[config.mk]
export PLATFORM = sky130hd
export DESIGN_NAME = fir_out_decimator_flat
export DESIGN_NICKNAME = d
export VERILOG_FILES = /design/src/rtl/fir_out_decimator_if.sv /design/src/rtl/fir_out_decimator.sv /design/src/flat_wrapper.sv
export SDC_FILE = /design/constraint.sdc
export NUM_CORES = 1
export LEC_CHECK = 0
export BUFFER_PORTS_ARGS = -buffer_cell sky130_fd_sc_hd__buf_4
export CORE_UTILIZATION = 60
export CTS_CLUSTER_DIAMETER = 120
export DETAILED_ROUTE_END_ITERATION = 6
export GPL_ROUTABILITY_DRIVEN = 0
export PLACE_DENSITY = 0.85
export SKIP_CTS_REPAIR_TIMING = 1
export SLEW_MARGIN = 20
export SYNTH_ARGS = -nofsm -noshare
export SYNTH_HDL_FRONTEND = slang
export SYNTH_SLANG_ARGS = --single-unit
[constraint.sdc]
create_clock -name clk -period 2.6 [get_ports clk]
set_clock_uncertainty 0.2 [all_clocks]
set_input_delay 0.13 -clock clk [delete_from_list [all_inputs] [get_ports clk]]
set_output_delay 0.13 -clock clk [all_outputs]
set_load 0.03 [all_outputs]
[src/rtl/fir_out_decimator_if.sv]
// fir_out_decimator_if: sample input strobe and decimated valid/ready output of fir_out_decimator.
interface fir_out_decimator_if #(parameter int DW = 16);
    logic [DW-1:0] din;
    logic          din_vld;
    logic [DW-1:0] out_data;
    logic          out_vld;
    logic          out_rdy;
    modport master(output din, din_vld, out_rdy, input out_data, out_vld);
    modport slave(input din, din_vld, out_rdy, output out_data, out_vld);
endinterface

[src/rtl/fir_out_decimator.sv]
// fir_out_decimator: averages every 2**DEC_LOG2 samples into a small valid/ready output FIFO.
// Define FIR_DEC_ROUND_EN to round half up instead of truncating the mean.
module fir_out_decimator #(
    parameter int DW       = 16,
    parameter int DEC_LOG2 = 2,
    parameter int FIFO_AW  = 2
) (
    input  logic                 clk,
    input  logic                 rst,
    input  logic                 clr,
    fir_out_decimator_if.slave   bus,
    output logic                 ovf,
    output logic [7:0]           drop_cnt
);
    localparam int N     = 1 << DEC_LOG2;
    localparam int AW    = DW + DEC_LOG2;
    localparam int DEPTH = 1 << FIFO_AW;

    logic [AW-1:0]       acc;
    logic [DEC_LOG2-1:0] phase;
    logic [DW-1:0]       mem [DEPTH];
    logic [FIFO_AW:0]    wptr, rptr;
    logic [AW-1:0]       sum, shifted;
    logic [DW-1:0]       result;
    logic                last, full, pop, drop;

    assign sum  = acc + AW'(bus.din);
    assign last = bus.din_vld && (phase == DEC_LOG2'(N - 1));
`ifdef FIR_DEC_ROUND_EN
    // Headroom holds: N*(2**DW-1) + N/2 still fits in AW bits and the mean stays <= 2**DW-1.
    assign shifted = (sum + AW'(N / 2)) >> DEC_LOG2;
`else
    assign shifted = sum >> DEC_LOG2;
`endif
    assign result = shifted[DW-1:0];

    assign full         = (wptr[FIFO_AW] != rptr[FIFO_AW]) && (wptr[FIFO_AW-1:0] == rptr[FIFO_AW-1:0]);
    assign bus.out_vld  = wptr != rptr;
    assign bus.out_data = mem[rptr[FIFO_AW-1:0]];
    assign pop          = bus.out_vld && bus.out_rdy;
    assign drop         = last && full && !pop;

    always_ff @(posedge clk or negedge rst) begin
        if (!rst) begin
            acc      <= '0;
            phase    <= '0;
            wptr     <= '0;
            rptr     <= '0;
            ovf      <= 1'b0;
            drop_cnt <= '0;
            for (int i = 0; i < DEPTH; i++) mem[i] <= '0;
        end else if (clr) begin
            acc      <= '0;
            phase    <= '0;
            wptr     <= '0;
            rptr     <= '0;
            ovf      <= 1'b0;
            drop_cnt <= '0;
            for (int i = 0; i < DEPTH; i++) mem[i] <= '0;
        end else begin
            if (bus.din_vld) begin
                acc   <= last ? '0 : sum;
                phase <= last ? '0 : phase + 1'b1;
            end
            // A pop in the same edge frees the head slot, so a full FIFO still accepts the push.
            if (last && (!full || pop)) begin
                mem[wptr[FIFO_AW-1:0]] <= result;
                wptr <= wptr + 1'b1;
            end
            if (pop) rptr <= rptr + 1'b1;
            if (drop) begin
                ovf      <= 1'b1;
                drop_cnt <= drop_cnt + {7'd0, drop_cnt != 8'hFF};
            end
        end
    end
endmodule

[src/flat_wrapper.sv]
// flat-port wrapper written by rule: the top's interface ports become plain ports
module fir_out_decimator_flat 
#(
    parameter int DW       = 16,
    parameter int DEC_LOG2 = 2,
    parameter int FIFO_AW  = 2
)
  (clk, rst, clr, ovf, drop_cnt, bus_din, bus_din_vld, bus_out_rdy, bus_out_data, bus_out_vld);
  fir_out_decimator_if #(.DW(DW)) bus_i ();
  input  logic clk;
  input  logic rst;
  input  logic clr;
  output logic ovf;
  output logic [7:0] drop_cnt;
  input wire logic [$bits(bus_i.din)-1:0] bus_din;
  input wire logic [$bits(bus_i.din_vld)-1:0] bus_din_vld;
  input wire logic [$bits(bus_i.out_rdy)-1:0] bus_out_rdy;
  output wire logic [$bits(bus_i.out_data)-1:0] bus_out_data;
  output wire logic [$bits(bus_i.out_vld)-1:0] bus_out_vld;
  assign bus_i.din = bus_din;
  assign bus_i.din_vld = bus_din_vld;
  assign bus_i.out_rdy = bus_out_rdy;
  assign bus_out_data = bus_i.out_data;
  assign bus_out_vld = bus_i.out_vld;
  fir_out_decimator #(.DW(DW), .DEC_LOG2(DEC_LOG2), .FIFO_AW(FIFO_AW)) u_core (.clk(clk), .rst(rst), .clr(clr), .bus(bus_i), .ovf(ovf), .drop_cnt(drop_cnt));
endmodule
==> results.md <==
* Met1 GRT Util at 40.52%
* Row cnt at 34
* Clock tree buffer depth at 2
* First-pass GRT wire length at 22.45 mm
* CP Launch Type: flop
* R2R depth at 8
* Most Crowded Layer GR: met2
* Post-DP HPWL at a little over 9 mm
* Mux contribution to synthesized area at between 8 and 9%
* Nets at approximately 620
* Seq/Total Area, Yosys at approximately 45%
* Post-synthesis register bit count at just under 100
* Peak supply drop at roughly 440 µV
* Post-Syn Nets at around 550
* Vias in the first global route at ~4500
* Die width at about 98 µm
* Fin crit period at between 2 and 3 ns
* Largest net degree at the start of global routing at between 60 and 70
* # setup viols final at 0
* Violated checks: DRC
* Post-synthesis compound-gate area fraction at approximately 20%
* WP data required at approximately 2.6 ns
* Die footprint at approximately 9600 µm²
* Via count at between 4000 and 5000
* Synth Area in Simple Gates at 13.57%
* Worst-Skew Late Latency at roughly 0.37 ns
* # DRC at 6
* Library cells used by synthesis at 50
* Ys Warns at 0
* IO buf count at 46
* GR Util met3 at around 5.9%
* Initial drt markers at approximately 380
* Adder-cell share of the synthesized area at approximately 5.8%
* Fin. Hold Viols at 0
* Initial Util at a little over three fifths
* Initial antenna violation count at 0
* Status: finished, violations left
* Reg2reg start: u_core.acc[7]
* Cell area power density at 562.8 nW/µm²
* Synth Instances at 501
* Slew HR at roughly 52%
* Root buf cell: clkbuf_8
* I/O pin count at 47
* Critical path type: reg -> reg
* Largest family of logic cells by synthesized area: compound AO/OA/AOI/OAI gates
* Count leader, synth: dfrtp_1
* Max FO, Critical Path at 10
* Post-synth top area cell: dfrtp_1
* CP endpoint kind: flop
* End of the worst register-to-register path: u_core.mem[44]
* Ys flop type: dfrtp_1
* Mean Syn Cell Area at between 10 and 15 µm²
* Die height at just under 100 µm
* Worst path arrival time at 2.63 ns
* Worst slew pin tran at around 0.7 ns
* MaxCap Viol Count at 0
* Vias per inst at around 6.6
* Routed Antenna Nets at 0
* Static leakage at 3.115 nW
* Max-slew violations at 0
* Setup crit end: u_core.mem[44]
* R2r setup slk at 0.008 ns
* DP Worst Slack at -0.1080 ns
* Synth async-reset ratio at 100.0%
* CTS tree: yes
* # diodes at 0
* Overall Global Routing Usage at around 30%
* CTS HTree Levels at 3
* 1st-pass router iterations at 7
* Setup crit start: u_core.acc[7]
* M2 GR Usage at between 40% and 50%
* Xor-xnor portion of the synthesized cell area at roughly 3.5%
* Layout cell share with drive strength beyond 1 at about a quarter
* Core area at 8806 µm²
* Sink Count at slightly below 100
* Final period util at between 90 and 100%
* Gr ovfl total at 0
* Post-synth EDFFs at 0
* Area Growth Syn to Fin at 18.62%
* Highest Clock Rate at between 0.3 and 0.4 GHz
* RSZ-0062 raised after global routing: true
* Top cell type's share of synthesized area at between 40% and 50%
* Synth area leaders: dfrtp_1, a22o_1, mux4_2
* Post-Syn Area at ~5500 µm²
* Commonest cells in the netlist: dfrtp_1, nor2_1, nand2_1
* Final WL at roughly 14 mm
* Routed len/inst at roughly 20 µm
* Hold_ws at 0.04675 ns
* Fin worst setup slack at approximately 0.0082 ns
* Hold crit path type: in -> async
* Clock transition at the registers of the reported paths at 0.10 ns
* CTS buffer count at 9
## metrics by stage
| stage | instances | utilization [%] | power [mW] | TNS [ns] | cell area, µm² |
|---|---|---|---|---|---|
| global route | 688 | 74.14 | 3.829 | -0.2252 | 6529 |
| global placement | 664 | 69.57 | 2.490 | -0.04193 | 6126 |
| finish | 688 | 74.14 | 3.674 | 0 | 6529 |
| detailed placement | 664 | 69.57 | 2.520 | -0.6349 | 6126 |
| floorplan | 501 | - | 2.151 | 0 | 5504 |
| CTS | 680 | 72.01 | 3.584 | -1.330 | 6341 |
## cell usage in the layout (no fill, tap or decap), types with 6 or more instances in the layout
cell	Yosys	layout
a21oi_1	21	20
o21ai_0	27	21
o21ai_1	0	6
a22o_1	46	46
dlygate4sd3_1	0	7
nand4_1	6	6
xor2_1	16	14
clkbuf_8	0	10
and3_1	7	7
mux4_2	16	16
dfrtp_1	99	99
buf_4	2	78
xnor2_1	6	6
nand3_1	9	9
a22oi_1	8	8
ha_1	24	21
mux2i_1	13	13
nor2_1	51	51
nand2_1	48	48
## where the power goes
group	switching (mW)	internal, mW
Sequential	0.0365	1.59
Clock	0.583	0.492
Combinational	0.592	0.384
## cell families after synthesis
logic type	count (synthesis)
flip-flops	99
AO/OA/AOI/OAI	143
adder cells (fa/ha/maj)	25
multiplexers	29
XOR/XNOR	22
AND/OR/NAND/NOR	151
buffers and inverters	32
## routing by layer
metal / vias to the layer above / wire [µm]
li1: 2006 / -
met1: 2242 / 5739
met2: 228 / 6873
met3: 38 / 1000
met4: 0 / 397
met5: - / 0
## how the worst min path moves through the flow
stage | from | endpoint | slack (ns)
2_1_floorplan | rst | u_core.acc[0] | -0.37
3_3_place_gp | rst | u_core.mem[57] | -0.09
3_5_place_dp | rst | u_core.mem[41] | -0.08
4_1_cts | rst | u_core.mem[41] | -0.49
5_1_grt | rst | u_core.mem[25] | 0.08
6_report | rst | u_core.mem[41] | 0.05
## cell type report
cell class,instances,area [µm²]
tap,108,135.1
sequential,99,2477
timing repair buffer,89,735.7
clock buffer,10,137.6
multi-input combinational,370,2943
clock inverter,6,77.57
fill,567,2277
inverter,6,22.52
## critical path, cell delays in order, from the launching register on
cell      delay (ns)
dfrtp_1         0.41
ha_1            0.39
o21a_1          0.15
o211ai_1        0.28
a311oi_2        0.10
or2_4           0.29
buf_4           0.19
a221oi_2        0.31
o31ai_2         0.13
## registers in the layout (all words and copies together), names as in the netlist
register,flops
u_core.ovf,1
u_core.rptr,3
u_core.acc,18
u_core.mem,64
u_core.wptr,3
u_core.phase,2
u_core.drop_cnt,8
Note: power is estimated with default switching activity, not from simulation.
